[src/rtl/fifo_pkg.sv]
`default_nettype none
// ============================================================================
// Module      : fifo_pkg
// Description : Constants and width helpers shared by the single-clock and
//               dual-clock FIFOs.
// Revision    : 1.0 - initial release
// ============================================================================
package fifo_pkg;

  localparam int FIFO_WIDTH_DEFAULT = 8;
  localparam int FIFO_DEPTH_DEFAULT = 16;

  // Ceiling log2, evaluated at elaboration time for parameter sizing
  function automatic int clog2(input int value);
    int result;
    result = 0;
    for (int i = 0; i < 31; i++) begin
      if ((1 << i) < value) result = i + 1;
    end
    return result;
  endfunction

  // Occupancy counters need one extra bit to represent the full value DEPTH
  function automatic int count_width(input int depth);
    return clog2(depth) + 1;
  endfunction

endpackage
`default_nettype wire

[src/rtl/fifo_mem.sv]
`default_nettype none
// ============================================================================
// Module      : fifo_mem
// Description : DEPTH x WIDTH register array, one synchronous write port and
//               one asynchronous read port. Contents are not reset.
// Revision    : 1.0 - initial release
// ============================================================================
module fifo_mem #(
  parameter int WIDTH      = 8,
  parameter int DEPTH      = 16,
  parameter int ADDR_WIDTH = 4
) (
  input  logic                  clk_i,
  input  logic                  wr_en_i,
  input  logic [ADDR_WIDTH-1:0] waddr_i,
  input  logic [WIDTH-1:0]      wdata_i,
  input  logic [ADDR_WIDTH-1:0] raddr_i,
  output logic [WIDTH-1:0]      rdata_o
);

  logic [WIDTH-1:0] r_mem [DEPTH];

  // Store the incoming word at the write address
  always_ff @(posedge clk_i) begin
    if (wr_en_i) r_mem[waddr_i] <= wdata_i;
  end

  assign rdata_o = r_mem[raddr_i];

endmodule
`default_nettype wire

[src/rtl/sync_fifo_flags.sv]
`default_nettype none
// ============================================================================
// Module      : sync_fifo_flags
// Description : Single-clock FIFO with occupancy count, almost-full /
//               almost-empty thresholds and overflow / underflow pulses.
//               Define SYNC_FIFO_FWFT_EN for a first-word-fall-through read
//               path; otherwise the read data is registered (1-cycle latency).
// Revision    : 1.0 - initial release
// ============================================================================
module sync_fifo_flags
  import fifo_pkg::*;
#(
  parameter int WIDTH     = FIFO_WIDTH_DEFAULT,
  parameter int DEPTH     = FIFO_DEPTH_DEFAULT,
  parameter int PTR_WIDTH = clog2(DEPTH),
  parameter int AF_LEVEL  = DEPTH - 2,
  parameter int AE_LEVEL  = 2
) (
  input  logic                 clk_i,
  input  logic                 rst_n_i,
  input  logic                 wr_en_i,
  input  logic [WIDTH-1:0]     wdata_i,
  input  logic                 rd_en_i,
  output logic [WIDTH-1:0]     rdata_o,
  output logic                 full_o,
  output logic                 empty_o,
  output logic                 almost_full_o,
  output logic                 almost_empty_o,
  output logic [PTR_WIDTH:0]   count_o,
  output logic                 wr_error_o,
  output logic                 rd_error_o
);

  localparam logic [PTR_WIDTH:0] c_depth    = DEPTH[PTR_WIDTH:0];
  localparam logic [PTR_WIDTH:0] c_af_level = AF_LEVEL[PTR_WIDTH:0];
  localparam logic [PTR_WIDTH:0] c_ae_level = AE_LEVEL[PTR_WIDTH:0];
  localparam logic [PTR_WIDTH:0] c_one      = {{PTR_WIDTH{1'b0}}, 1'b1};

  logic [PTR_WIDTH:0] r_wr_ptr;
  logic [PTR_WIDTH:0] r_rd_ptr;
  logic [PTR_WIDTH:0] r_count;
  logic               r_wr_error;
  logic               r_rd_error;
  logic               w_wr_accept;
  logic               w_rd_accept;
  logic [WIDTH-1:0]   w_mem_rdata;

  // Flags come only from the registered count, so a same-cycle read never
  // frees space for a write and a same-cycle write never feeds a read.
  assign full_o         = (r_count == c_depth);
  assign empty_o        = (r_count == '0);
  assign almost_full_o  = (r_count >= c_af_level);
  assign almost_empty_o = (r_count <= c_ae_level);
  assign count_o        = r_count;
  assign wr_error_o     = r_wr_error;
  assign rd_error_o     = r_rd_error;

  assign w_wr_accept = wr_en_i & ~full_o;
  assign w_rd_accept = rd_en_i & ~empty_o;

  fifo_mem #(
    .WIDTH      (WIDTH),
    .DEPTH      (DEPTH),
    .ADDR_WIDTH (PTR_WIDTH)
  ) u_mem (
    .clk_i   (clk_i),
    .wr_en_i (w_wr_accept),
    .waddr_i (r_wr_ptr[PTR_WIDTH-1:0]),
    .wdata_i (wdata_i),
    .raddr_i (r_rd_ptr[PTR_WIDTH-1:0]),
    .rdata_o (w_mem_rdata)
  );

  // Pointer, occupancy and error-pulse bookkeeping
  always_ff @(posedge clk_i or negedge rst_n_i) begin
    if (!rst_n_i) begin
      r_wr_ptr   <= '0;
      r_rd_ptr   <= '0;
      r_count    <= '0;
      r_wr_error <= 1'b0;
      r_rd_error <= 1'b0;
    end else begin
      if (w_wr_accept) r_wr_ptr <= r_wr_ptr + c_one;
      if (w_rd_accept) r_rd_ptr <= r_rd_ptr + c_one;
      case ({w_wr_accept, w_rd_accept})
        2'b10:   r_count <= r_count + c_one;
        2'b01:   r_count <= r_count - c_one;
        default: r_count <= r_count;
      endcase
      r_wr_error <= wr_en_i & full_o;
      r_rd_error <= rd_en_i & empty_o;
    end
  end

`ifdef SYNC_FIFO_FWFT_EN
  // Head of queue is presented directly; forced to zero while empty
  assign rdata_o = empty_o ? '0 : w_mem_rdata;
`else
  logic [WIDTH-1:0] r_rdata;

  // Capture the head word on each accepted read and hold it otherwise
  always_ff @(posedge clk_i or negedge rst_n_i) begin
    if (!rst_n_i) begin
      r_rdata <= '0;
    end else if (w_rd_accept) begin
      r_rdata <= w_mem_rdata;
    end
  end

  assign rdata_o = r_rdata;
`endif

endmodule
`default_nettype wire

[config.mk]
export PLATFORM = sky130hd
export DESIGN_NAME = sync_fifo_flags
export DESIGN_NICKNAME = d
export VERILOG_FILES = /design/src/rtl/fifo_pkg.sv /design/src/rtl/fifo_mem.sv /design/src/rtl/sync_fifo_flags.sv
export SDC_FILE = /design/constraint.sdc
export NUM_CORES = 1
export LEC_CHECK = 0
export ABC_AREA = 0
export CAP_MARGIN = 20
export CORE_ASPECT_RATIO = 0.5
export CORE_MARGIN = 2
export CORE_UTILIZATION = 45
export CTS_CLUSTER_DIAMETER = 120
export DETAILED_ROUTE_END_ITERATION = 7
export PLACE_DENSITY = 0.7
export SLEW_MARGIN = 30
export SYNTH_ARGS = -nofsm -noshare
export SYNTH_HDL_FRONTEND = slang
export SYNTH_SLANG_ARGS = --single-unit
[constraint.sdc]
create_clock -name clk_i -period 3.06 [get_ports clk_i]
set_input_delay 0.918 -clock clk_i [delete_from_list [all_inputs] [get_ports clk_i]]
set_output_delay 0.918 -clock clk_i [all_outputs]
set_load 0.02 [all_outputs]
==> results of run 1 <==
## final cells by class
class                   instances  area, um2  area share [%]
clock buffers                  18        429            5.90
multi-input cells             143       1550            21.3
repair buffers                 55        502            6.89
flip-flops and latches        151       4420            60.7
clock inverters                14        141            1.94
well taps                     176        220            3.03
inverters                       5       18.8           0.258
## layer usage
| metal | vias to the layer above | wire length (um) | GRT usage (%) |
|---|---|---|---|
| met5 | - | 0 | 0 |
| met4 | 0 | 194 | 7.13 |
| met3 | 21 | 712 | 4.06 |
| met2 | 113 | 5650 | 27.9 |
| met1 | 1649 | 5150 | 23.2 |
| li1 | 1370 | - | - |
## layout by cell type (no fill, tap or decap), drive strengths merged, types with 2 or more instances in the layout
cell type	n
edfxtp	128
xnor2	7
ha	8
dfrtp	23
a2111oi	2
a21oi	4
clkinvlp	3
o21ai	4
nand2	18
nor2	15
mux4	32
clkdlybuf4s50	28
and3b	2
and2	2
clkinv	3
mux2i	15
buf	25
nand2b	3
clkbuf	18
o221ai	7
nor3	4
xor2	6
nand4	2
inv	12
## registers in the layout (all words and copies together) (netlist names)
| register | count |
|---|---|
| count_o | 5 |
| r_rd_ptr | 4 |
| r_wr_ptr | 4 |
| rd_error_o | 1 |
| rdata_o | 8 |
| u_mem.r_mem | 128 |
| wr_error_o | 1 |
## where the power goes
part | internal (mW) | total (mW) | leakage, nW | switching (mW)
Clock | 1.14 | 2.02 | 0.273 | 0.871
Combinational | 0.992 | 1.97 | 0.829 | 0.981
Sequential | 2.55 | 2.87 | 1.43 | 0.318
## timing repair
action	CTS	global route
pin swaps	0	0
setup buffers	0	0
gates resized for setup	2	2
hold buffers	0	0
setup endpoints to repair	2	1
## worst paths after layout
path	from	end	slack [ns]	cells past startpoint
max	count_o[1]	full_o	0.09	3
max reg2reg	count_o[1]	count_o[4]	0.41	10
min reg2reg	rdata_o[0]	rdata_o[0]	0.53	2
min in group asynchronous	rst_n_i	r_rd_ptr[0]	0.86	2
min	rdata_o[0]	rdata_o[0]	0.53	2
max in group asynchronous	rst_n_i	count_o[1]	1.93	2
## worst max-delay path, stage by stage, from the launching register on
cell and delay, ns:
dfrtp_1 0.52, nor4_4 0.36, and2_1 0.17, clkdlybuf4s50_1 0.59
## Yosys cell counts (4+ instances only)
library cell,count
buf_2,5
a21oi_1,4
o221ai_1,7
inv_1,4
xor2_1,6
xnor2_1,7
mux2i_1,15
mux4_2,32
nand2_1,18
dfrtp_1,23
nor3_1,4
nor2_1,15
edfxtp_1,128
buf_6,5
ha_1,8
## logic make-up after synthesis
| family | synth area share, % |
|---|---|
| flops | 72.4 |
| simple gates | 4.12 |
| mux | 14.4 |
| buf+inv | 2.54 |
| compound gates | 3.01 |
| xor+xnor | 1.86 |
| fa+ha+maj | 1.64 |
## per-stage QoR
stage	instances	hold slack (ns)	utilization (%)	instance area (um2)
2_1_floorplan	318	0.549	-	6110
3_3_place_gp	530	0.497	49.9	6690
3_5_place_dp	530	0.515	49.9	6690
4_1_cts	562	0.533	54.2	7270
5_1_grt	562	0.568	54.3	7280
6_report	562	0.529	54.3	7280
==> Flow_metrics.wiki, run 1 <==
{| class="wikitable"
! Metric !! Value
|-
| Inserted Diodes || 0
|-
| CP Capture Type || primary output
|-
| Violation count after the first detailed-routing iteration || 193
|-
| Net total in the final layout || 393
|-
| Count of final setup violators || 0
|-
| Number of synthesized flops with an enable pin || 128
|-
| Most used DFF post-synth || edfxtp_1
|-
| Skew-Pair Late Insertion Delay || 0.42 ns
|-
| Path type of the worst setup path || reg2out
|-
| Total die area || 14600 um2
|-
| Post-synth top area cell || edfxtp_1
|-
| Achievable clock frequency || 337 MHz
|-
| Worst-case setup margin in the final layout || 0.0924 ns
|-
| Vias in the first global route || 3305
|-
| Reported max-cap violation count || 0
|-
| Vias per Instance || 5.61
|-
| Starting utilization of the core area || 45.6%
|-
| Share of cells above drive strength 1 || 24.6%
|-
| Port buffer count || 30
|-
| Total global routing track utilization || 17.3%
|-
| Power density over cell area || 942 nW/um2
|-
| Remaining global-route overflow || 0
|-
| Top cells by area, synth || edfxtp_1, mux4_2, dfrtp_1, mux2i_1, ha_1
|-
| Wire length of the first global-routing pass || 18.4 mm
|-
| # IOs || 31
|-
| VDD IR max || 396 uV
|-
| Proportion of synthesized flip-flops having asynchronous set or reset || 15.2%
|-
| Maximum number of pins on one net before global-route repair || 28
|-
| Placeable core region || 13400 um2
|-
| Transition time at the pin with the least slew margin || 0.866 ns
|-
| Final count of hold timing violations || 0
|-
| Iteration count of the initial detailed-routing pass || 4
|-
| Worst max-slew margin expressed relative to the limit || 42.3%
|-
| Clock tree from TritonCTS || built
|-
| H-tree level count || 4
|-
| Die extent in y || 86.4 um
|-
| Initial antenna violation count || 0
|-
| Worst setup skew after layout || 0.00821 ns
|-
| Worst slack, placed || 0.0794 ns
|-
| FF+latch count, synth || 151
|-
| Net count of the mapped netlist || 338
|-
| Synthesis-to-layout area growth || 19.2%
|-
| Final-layout setup total negative slack || 0 ns
|-
| Buffer depth of the longest clock path || 2
|-
| Worst Hold Class || reg2reg
|-
| DR WL/cell || 20.8 um
|-
| Unrepaired setup endpoints after global routing || false
|-
| Weighted congestion at the end of routability-driven global placement || 0.787
|-
| Data arrival time at the worst-slack endpoint || 2.05 ns
|-
| Estimated wirelength of the detail-placed design || 7.68 mm
|-
| Sequential share of the synthesized area || 72.4%
|-
| Maximum fanout along the worst path || 11
|-
| Post-synth top area share || 63.0%
|-
| Final Critical Period || 2.97 ns
|-
| Cell count after synthesis || 318
|-
| Element type at the critical path start || flop
|-
| CP required || 2.14 ns
|-
| Overall via count from detail_route || 3153
|-
| Remaining number of nets flagged by the antenna check after routing || 0
|-
| Syn_area_per_cell || 19.2 um2
|-
| Outcome || completed
|-
| Number of distinct library cells after synthesis || 40
|-
| Clk pin slew, worst setup/hold paths || 0.06 ns
|-
| Final-report max-slew violation count || 0
|-
| Clock buffer count from CTS || 17
|-
| Synth Warn # || 0
|-
| Clock root buffer master || clkbuf_16
|-
| Final period utilization || 97.0%
|-
| Area of the mapped netlist || 6110 um2
|-
| FP Rows || 30
|-
| Fill cell total of the finished layout || 1010
|-
| Total number of clock tree sinks || 151
|-
| Die Span X || 169 um
|-
| Power consumption || 6.86 mW
|-
| Final routed wirelength across all metal layers || 11.7 mm
|-
| Static leakage || 2.54 nW
|-
| Remaining design rule violation count || 0
|}
(Power assumes the default switching activity.)
==> run 2: changes to the inputs <==
--- a/config.mk
+++ b/config.mk
@@ -10,9 +10,10 @@
 export CORE_ASPECT_RATIO = 0.5
 export CORE_MARGIN = 2
 export CORE_UTILIZATION = 45
-export CTS_CLUSTER_DIAMETER = 120
+export CTS_CLUSTER_DIAMETER = 30
 export DETAILED_ROUTE_END_ITERATION = 7
-export PLACE_DENSITY = 0.7
+export PLACE_DENSITY = 0.69
+export RECOVER_POWER = 50
 export SLEW_MARGIN = 30
 export SYNTH_ARGS = -nofsm -noshare
 export SYNTH_HDL_FRONTEND = slang
==> run 2 against run 1 <==
Compared with the run above:
- flip-flop and latch count is the same
- first-iteration DRC count is 9.3% higher
- global-route usage is 0.27 points higher
- power rose by 3.7%
- core utilization grew 0.46 points
- sequential share of layout area is 0.51 points lower
- critical path depth is the same
- setup slack better by 0.0025 ns
- via count down 1.6%
- non-clock buffer count grew 2
- largest cell class unchanged
- wire length is 1.4% higher
- hold slack got worse by 0.0063 ns
- critical endpoint is now empty_o
==> Flow_metrics.wiki, run 2 (synthesized netlist as in run 1, its figures left out) <==
{| class="wikitable"
! Metric !! Value
|-
| # IOs || 31 (unchanged)
|-
| Post-route design area || 7340 um2 (+0.84%)
|-
| Number of cells on the worst reg-to-reg path || 10 (unchanged)
|-
| Global-route met3 utilization || 4.29% (+0.23 points)
|-
| Layer with the highest usage after global routing || met2
|-
| Power density over cell area || 969 nW/um2 (+2.8%)
|-
| Wire length of the first global-routing pass || 18.6 mm (+1.2%)
|-
| Final period utilization || 96.9% (about the same)
|-
| Inserted Diodes || 0 (unchanged)
|-
| CP Capture Type || primary output
|-
| Register with the most flip-flops || u_mem.r_mem
|-
| Net total in the final layout || 395 (+0.51%)
|-
| Clock buffer count from CTS || 17 (unchanged)
|-
| M1 GR Usage || 22.9% (-0.28 points)
|-
| Transition time at the pin with the least slew margin || 1.38 ns (+0.510 ns)
|-
| # hold bufs at CTS || 0 (unchanged)
|-
| Final count of hold timing violations || 0 (unchanged)
|-
| Starting utilization of the core area || 45.6% (unchanged)
|-
| VDD IR max || 541 uV (+37%)
|-
| Post-CTS Setup Bufs || 0 (unchanged)
|-
| Remaining number of nets flagged by the antenna check after routing || 0 (unchanged)
|-
| Worst min-delay path startpoint || rdata_o[7]
|-
| Final Critical Period || 2.97 ns (-0.00250 ns)
|-
| Skew-Pair Late Insertion Delay || 0.41 ns (about the same)
|-
| Synthesis-to-layout area growth || 20.2%
|-
| CP required || 2.14 ns (about the same)
|-
| Maximum number of pins on one net before global-route repair || 24 (-14%)
|-
| Worst setup skew after layout || 0.0124 ns (+0.00420 ns)
|-
| Element type at the critical path start || flop
|-
| Final-report max-slew violation count || 0 (unchanged)
|-
| Hold depth || 2 (unchanged)
|-
| Buffer depth of the longest clock path || 2 (unchanged)
|-
| Path type of the worst setup path || reg2out
|-
| Reported max-cap violation count || 0 (unchanged)
|-
| Count of final setup violators || 0 (unchanged)
|-
| H-tree level count || 4 (unchanged)
|-
| Port buffer count || 30 (unchanged)
|-
| Capture endpoint of the worst hold path || rdata_o[7]
|-
| Worst Hold Class || reg2reg
|-
| Worst reg2reg startpoint || count_o[1]
|-
| Maximum fanout along the worst path || 11 (unchanged)
|-
| Total number of clock tree sinks || 151 (unchanged)
|-
| Die extent in y || 86.4 um (unchanged)
|-
| Clock root buffer master || clkbuf_16
|-
| Achievable clock frequency || 337 MHz (about the same)
|-
| Vias in the first global route || 3379 (+2.2%)
|-
| Worst max-slew margin expressed relative to the limit || 8.29% (-34 points)
|-
| GR Layer Usage met2 || 28.9% (+1.0 points)
|-
| Die Span X || 169 um (unchanged)
|-
| Placeable core region || 13400 um2 (unchanged)
|-
| Vias per Instance || 5.51 (-1.8%)
|-
| Reg2reg setup slack || 0.28 ns (-0.13 ns)
|-
| Overall via count from detail_route || 3102 (-1.6%)
|-
| Fill cell total of the finished layout || 991 (-1.9%)
|-
| Outcome || completed
|-
| Total die area || 14600 um2 (unchanged)
|-
| Weighted congestion at the end of routability-driven global placement || 0.789 (+0.25%)
|-
| Most common cell after layout, fill and taps aside || edfxtp_1
|-
| Clk pin slew, worst setup/hold paths || 0.06 ns (about the same)
|-
| Commonest cells after routing, fill and taps aside || edfxtp_1, mux4_2, dfrtp_1, buf_4
|-
| Data arrival time at the worst-slack endpoint || 2.05 ns (about the same)
|-
| DR WL/cell || 21.1 um (+1.2%)
|-
| FP Rows || 30 (unchanged)
|-
| Hold slack final || 0.522 ns (-0.00630 ns)
|-
| Placement-stage cell area || 6710 um2 (+0.22%)
|-
| Number of flip-flops under the largest register name || 128 (unchanged)
|-
| Power consumption || 7.11 mW (+3.7%)
|-
| Initial antenna violation count || 0 (unchanged)
|-
| Unrepaired setup endpoints after global routing || false
|-
| Iteration count of the initial detailed-routing pass || 4 (unchanged)
|-
| Final routed wirelength across all metal layers || 11.9 mm (+1.4%)
|-
| Violation count after the first detailed-routing iteration || 211 (+9.3%)
|-
| # resized after CTS || 1 (-1)
|-
| Worst reg2reg endpoint || count_o[4]
|-
| Static leakage || 2.58 nW (+1.6%)
|-
| Remaining design rule violation count || 0 (unchanged)
|-
| Final cell utilization of the core || 54.8% (+0.46 points)
|-
| Total global routing track utilization || 17.6% (+0.27 points)
|-
| Estimated wirelength of the detail-placed design || 7.74 mm (+0.83%)
|-
| Remaining global-route overflow || 0 (unchanged)
|-
| Share of cells above drive strength 1 || 23.5% (-1.1 points)
|-
| Clock tree from TritonCTS || built
|}
[run 2: area by class of cell]
cell class / count / area [um2] / area share [%]
Multi-Input combinational cell: 143 / 1530 / 20.9
Inverter: 5 / 18.8 / 0.256
Timing Repair Buffer: 57 / 502 / 6.84
Clock inverter: 14 / 219 / 2.98
Tap cell: 176 / 220 / 3.00
Sequential cell: 151 / 4420 / 60.2
Clock buffer: 17 / 425 / 5.80
[run 2: worst max-delay path by stage]
stage / slack, ns / end / from
global placement: 0.18 / count_o[4] / wr_en_i
CTS: 0.02 / full_o / count_o[1]
finish: 0.09 / empty_o / count_o[1]
global route: 0.004 / empty_o / count_o[1]
floorplan: 0.26 / count_o[4] / wr_en_i
detailed placement: -0.007 / count_o[4] / wr_en_i
[run 2: power breakdown]
part / leakage [nW] / internal (mW) / switching [mW]
combinational: 0.825 / 0.987 / 0.970
sequential: 1.43 / 2.55 / 0.328
clock: 0.317 / 1.45 / 0.818
total: 2.58 / 4.99 / 2.12
[run 2: metal layers]
metal  wire [um]  up-vias  share of wire, %
li1            -     1376                 -
met1        5350     1634                45
met2        5840       84                49
met3         572        8               4.8
met4         102        0              0.86
met5           0        -                 0
[run 2: stage by stage]
step | TNS [ns] | cells | setup slack (ns)
after floorplan | 0 | 318 | 0.257
after global placement | 0 | 532 | 0.180
after detailed placement | -0.00693 | 532 | -0.00693
after CTS | 0 | 563 | 0.0156
after global routing | 0 | 563 | 0.00395
final | 0 | 563 | 0.0949
[run 2: worst max-delay path, stage by stage (launching register included)]
cell	delay (ns)
dfrtp_1	0.51
or4_1	0.64
nor2_1	0.14
dlygate4sd2_1	0.35
==> run 3: changes to the inputs <==
--- a/config.mk
+++ b/config.mk
@@ -8,8 +8,9 @@
 export ABC_AREA = 0
 export CAP_MARGIN = 20
 export CORE_ASPECT_RATIO = 0.5
-export CORE_MARGIN = 2
+export CORE_MARGIN = 5
 export CORE_UTILIZATION = 45
+export CTS_BUF_LIST = sky130_fd_sc_hd__clkbuf_16
 export CTS_CLUSTER_DIAMETER = 30
 export DETAILED_ROUTE_END_ITERATION = 7
 export PLACE_DENSITY = 0.69
==> run 3 against run 2 <==
Compared with the run above:
- cell area down 1.1%
- critical endpoint is now full_o
- register-to-register slack about the same
- count of clock-buffer cells in the layout unchanged
- hold slack worse by 0.0041 ns
==> Flow_metrics.wiki, run 3 (synthesized netlist as in run 1, its figures left out) <==
{| class="wikitable"
! Metric !! Value
|-
| Family with the most delay on the worst path || buffers and inverters
|-
| FP Rows || 30 (unchanged)
|-
| Count of final setup violators || 0 (unchanged)
|-
| Commonest cells after routing, fill and taps aside || edfxtp_1, mux4_2, buf_4, dfrtp_1
|-
| Weighted congestion at the end of routability-driven global placement || 0.761 (-3.6%)
|-
| Synthesis-to-layout area growth || 18.9%
|-
| # IOs || 31 (unchanged)
|-
| Crit-path max cell delay || 0.59 ns (-0.05 ns)
|-
| CP required || 2.14 ns (about the same)
|-
| Number of flip-flops under the largest register name || 128 (unchanged)
|-
| Data arrival time at the worst-slack endpoint || 1.99 ns (-0.06 ns)
|-
| VDD IR max || 452 uV (-17%)
|-
| Post-route design area || 7260 um2 (-1.1%)
|-
| Initial antenna violation count || 0 (unchanged)
|-
| Remaining design rule violation count || 0 (unchanged)
|-
| CP Capture Type || primary output
|-
| Clock tree from TritonCTS || built
|-
| Final-report max-slew violation count || 0 (unchanged)
|-
| Power density over cell area || 937 nW/um2 (-3.3%)
|-
| Cell Count, Final, Fillers Out || 565 (+0.36%)
|-
| Most common cell after layout, fill and taps aside || edfxtp_1
|-
| Total die area || 16100 um2 (+11%)
|-
| Overall via count from detail_route || 3091 (-0.35%)
|-
| Starting utilization of the core area || 45.6% (unchanged)
|-
| Vias per Instance || 5.47 (-0.71%)
|-
| Maximum number of pins on one net before global-route repair || 34 (+42%)
|-
| Path type of the worst setup path || reg2out
|-
| Outcome || completed
|-
| Slowest stage cell on the critical path || clkdlybuf4s50_1
|-
| Worst max-slew margin expressed relative to the limit || 3.10% (-5.2 points)
|-
| Reported max-cap violation count || 0 (unchanged)
|-
| Unrepaired setup endpoints after global routing || false
|-
| Clk pin slew, worst setup/hold paths || 0.06 ns (about the same)
|-
| Transition time at the pin with the least slew margin || 1.45 ns (+0.0778 ns)
|-
| Maximum fanout along the worst path || 8 (-3)
|-
| Clock buffer count from CTS || 17 (unchanged)
|-
| Die Span X || 175 um (+3.6%)
|-
| Worst slack, placed || 0.0855 ns (+0.0924 ns)
|-
| Clock root buffer master || clkbuf_16
|-
| Final count of hold timing violations || 0 (unchanged)
|-
| Wire length of the first global-routing pass || 19.3 mm (+3.5%)
|-
| Achievable clock frequency || 344 MHz (+2.1%)
|-
| Vias in the first global route || 3298 (-2.4%)
|-
| Worst Hold Class || reg2reg
|-
| Violation count after the first detailed-routing iteration || 221 (+4.7%)
|-
| Worst setup skew after layout || 0.0104 ns (-0.00203 ns)
|-
| Hold depth || 2 (unchanged)
|-
| Final cell utilization of the core || 54.2% (-0.58 points)
|-
| Remaining number of nets flagged by the antenna check after routing || 0 (unchanged)
|-
| Hold slack final || 0.518 ns (-0.00411 ns)
|-
| Bufs and invs on worst path || 1 (unchanged)
|-
| Iteration count of the initial detailed-routing pass || 4 (unchanged)
|-
| Net total in the final layout || 396 (+0.25%)
|-
| Inserted Diodes || 0 (unchanged)
|-
| Total global routing track utilization || 16.0% (-1.6 points)
|-
| Fill cell total of the finished layout || 1020 (+2.9%)
|-
| DR WL/cell || 20.7 um (-1.8%)
|-
| Element type at the critical path start || flop
|-
| H-tree level count || 4 (unchanged)
|-
| Placeable core region || 13400 um2 (unchanged)
|-
| Number of cells after detailed placement || 533 (+0.19%)
|-
| Number of cells on the worst reg-to-reg path || 10 (unchanged)
|-
| Power consumption || 6.80 mW (-4.3%)
|-
| Final period utilization || 94.9% (-2.0 points)
|-
| Skew-Pair Late Insertion Delay || 0.42 ns (about the same)
|-
| Die extent in y || 92.4 um (+6.9%)
|-
| List of cells traversed by the critical path || nor4_4 -> and2_1 -> clkdlybuf4s50_1
|-
| Worst-case setup margin in the final layout || 0.156 ns (+0.0615 ns)
|-
| Stages on worst setup path || 3 (unchanged)
|-
| Buffer depth of the longest clock path || 2 (unchanged)
|-
| Final Critical Period || 2.90 ns (-0.0615 ns)
|-
| Port buffer count || 30 (unchanged)
|-
| Register with the most flip-flops || u_mem.r_mem
|-
| Placement-stage cell area || 6700 um2 (about the same)
|-
| Static leakage || 2.53 nW (-1.8%)
|-
| Total number of clock tree sinks || 151 (unchanged)
|-
| Post-CTS Setup Bufs || 0 (unchanged)
|-
| Estimated wirelength of the detail-placed design || 7.75 mm (+0.15%)
|-
| Final routed wirelength across all metal layers || 11.7 mm (-1.4%)
|-
| Share of cells above drive strength 1 || 23.9% (+0.39 points)
|-
| Final-layout setup total negative slack || 0 ns (unchanged)
|-
| Remaining global-route overflow || 0 (unchanged)
|}
[run 3: worst paths after layout]
check,startpoint,to,slack [ns]
worst max register to register,count_o[0],count_o[2],0.29
worst min register to register,rdata_o[0],rdata_o[0],0.52
worst max-delay path,count_o[0],full_o,0.16
worst min-delay path,rdata_o[0],rdata_o[0],0.52
min in group asynchronous,rst_n_i,rdata_o[6],1.36
max in group asynchronous,rst_n_i,count_o[1],0.72
[run 3: what timing repair did]
| action | 4_1_cts | 5_1_grt |
|---|---|---|
| hold buffers | 0 | 0 |
| setup endpoints to repair | 1 | 2 |
| gates resized for setup | 1 | 5 |
[run 3: worst register-to-register path, delay by kind of cell, from the launching register on]
family | cells | cell delay, ns
xor+xnor | 3 | 0.45
compound gates | 2 | 0.45
flops | 1 | 0.50
buf+inv | 1 | 0.14
simple gates | 2 | 0.64
fa+ha+maj | 2 | 0.47
[run 3: routing by layer]
layer / up-vias / wire [um] / global-route usage [%]
met1: 1585 / 4930 / 21.8
met2: 116 / 5760 / 25.3
li1: 1377 / - / -
met4: 0 / 149 / 5.03
met3: 13 / 860 / 4.73
met5: - / 0 / 0
[run 3: layout make-up]
class / count / area, um2 / share of cell area, %
clock buffers: 17 / 425 / 5.86
clock inverters: 15 / 143 / 1.96
inverters: 5 / 18.8 / 0.258
multi-input cells: 143 / 1540 / 21.2
flip-flops and latches: 151 / 4420 / 60.9
well taps: 176 / 220 / 3.03
repair buffers: 58 / 497 / 6.84
[run 3: power by group]
part | internal, mW | total (mW) | switching [mW] | leakage, nW
Combinational | 0.976 | 1.97 | 0.998 | 0.823
Sequential | 2.56 | 2.84 | 0.280 | 1.43
Clock | 1.14 | 1.99 | 0.855 | 0.275
Total | 4.67 | 6.80 | 2.13 | 2.53
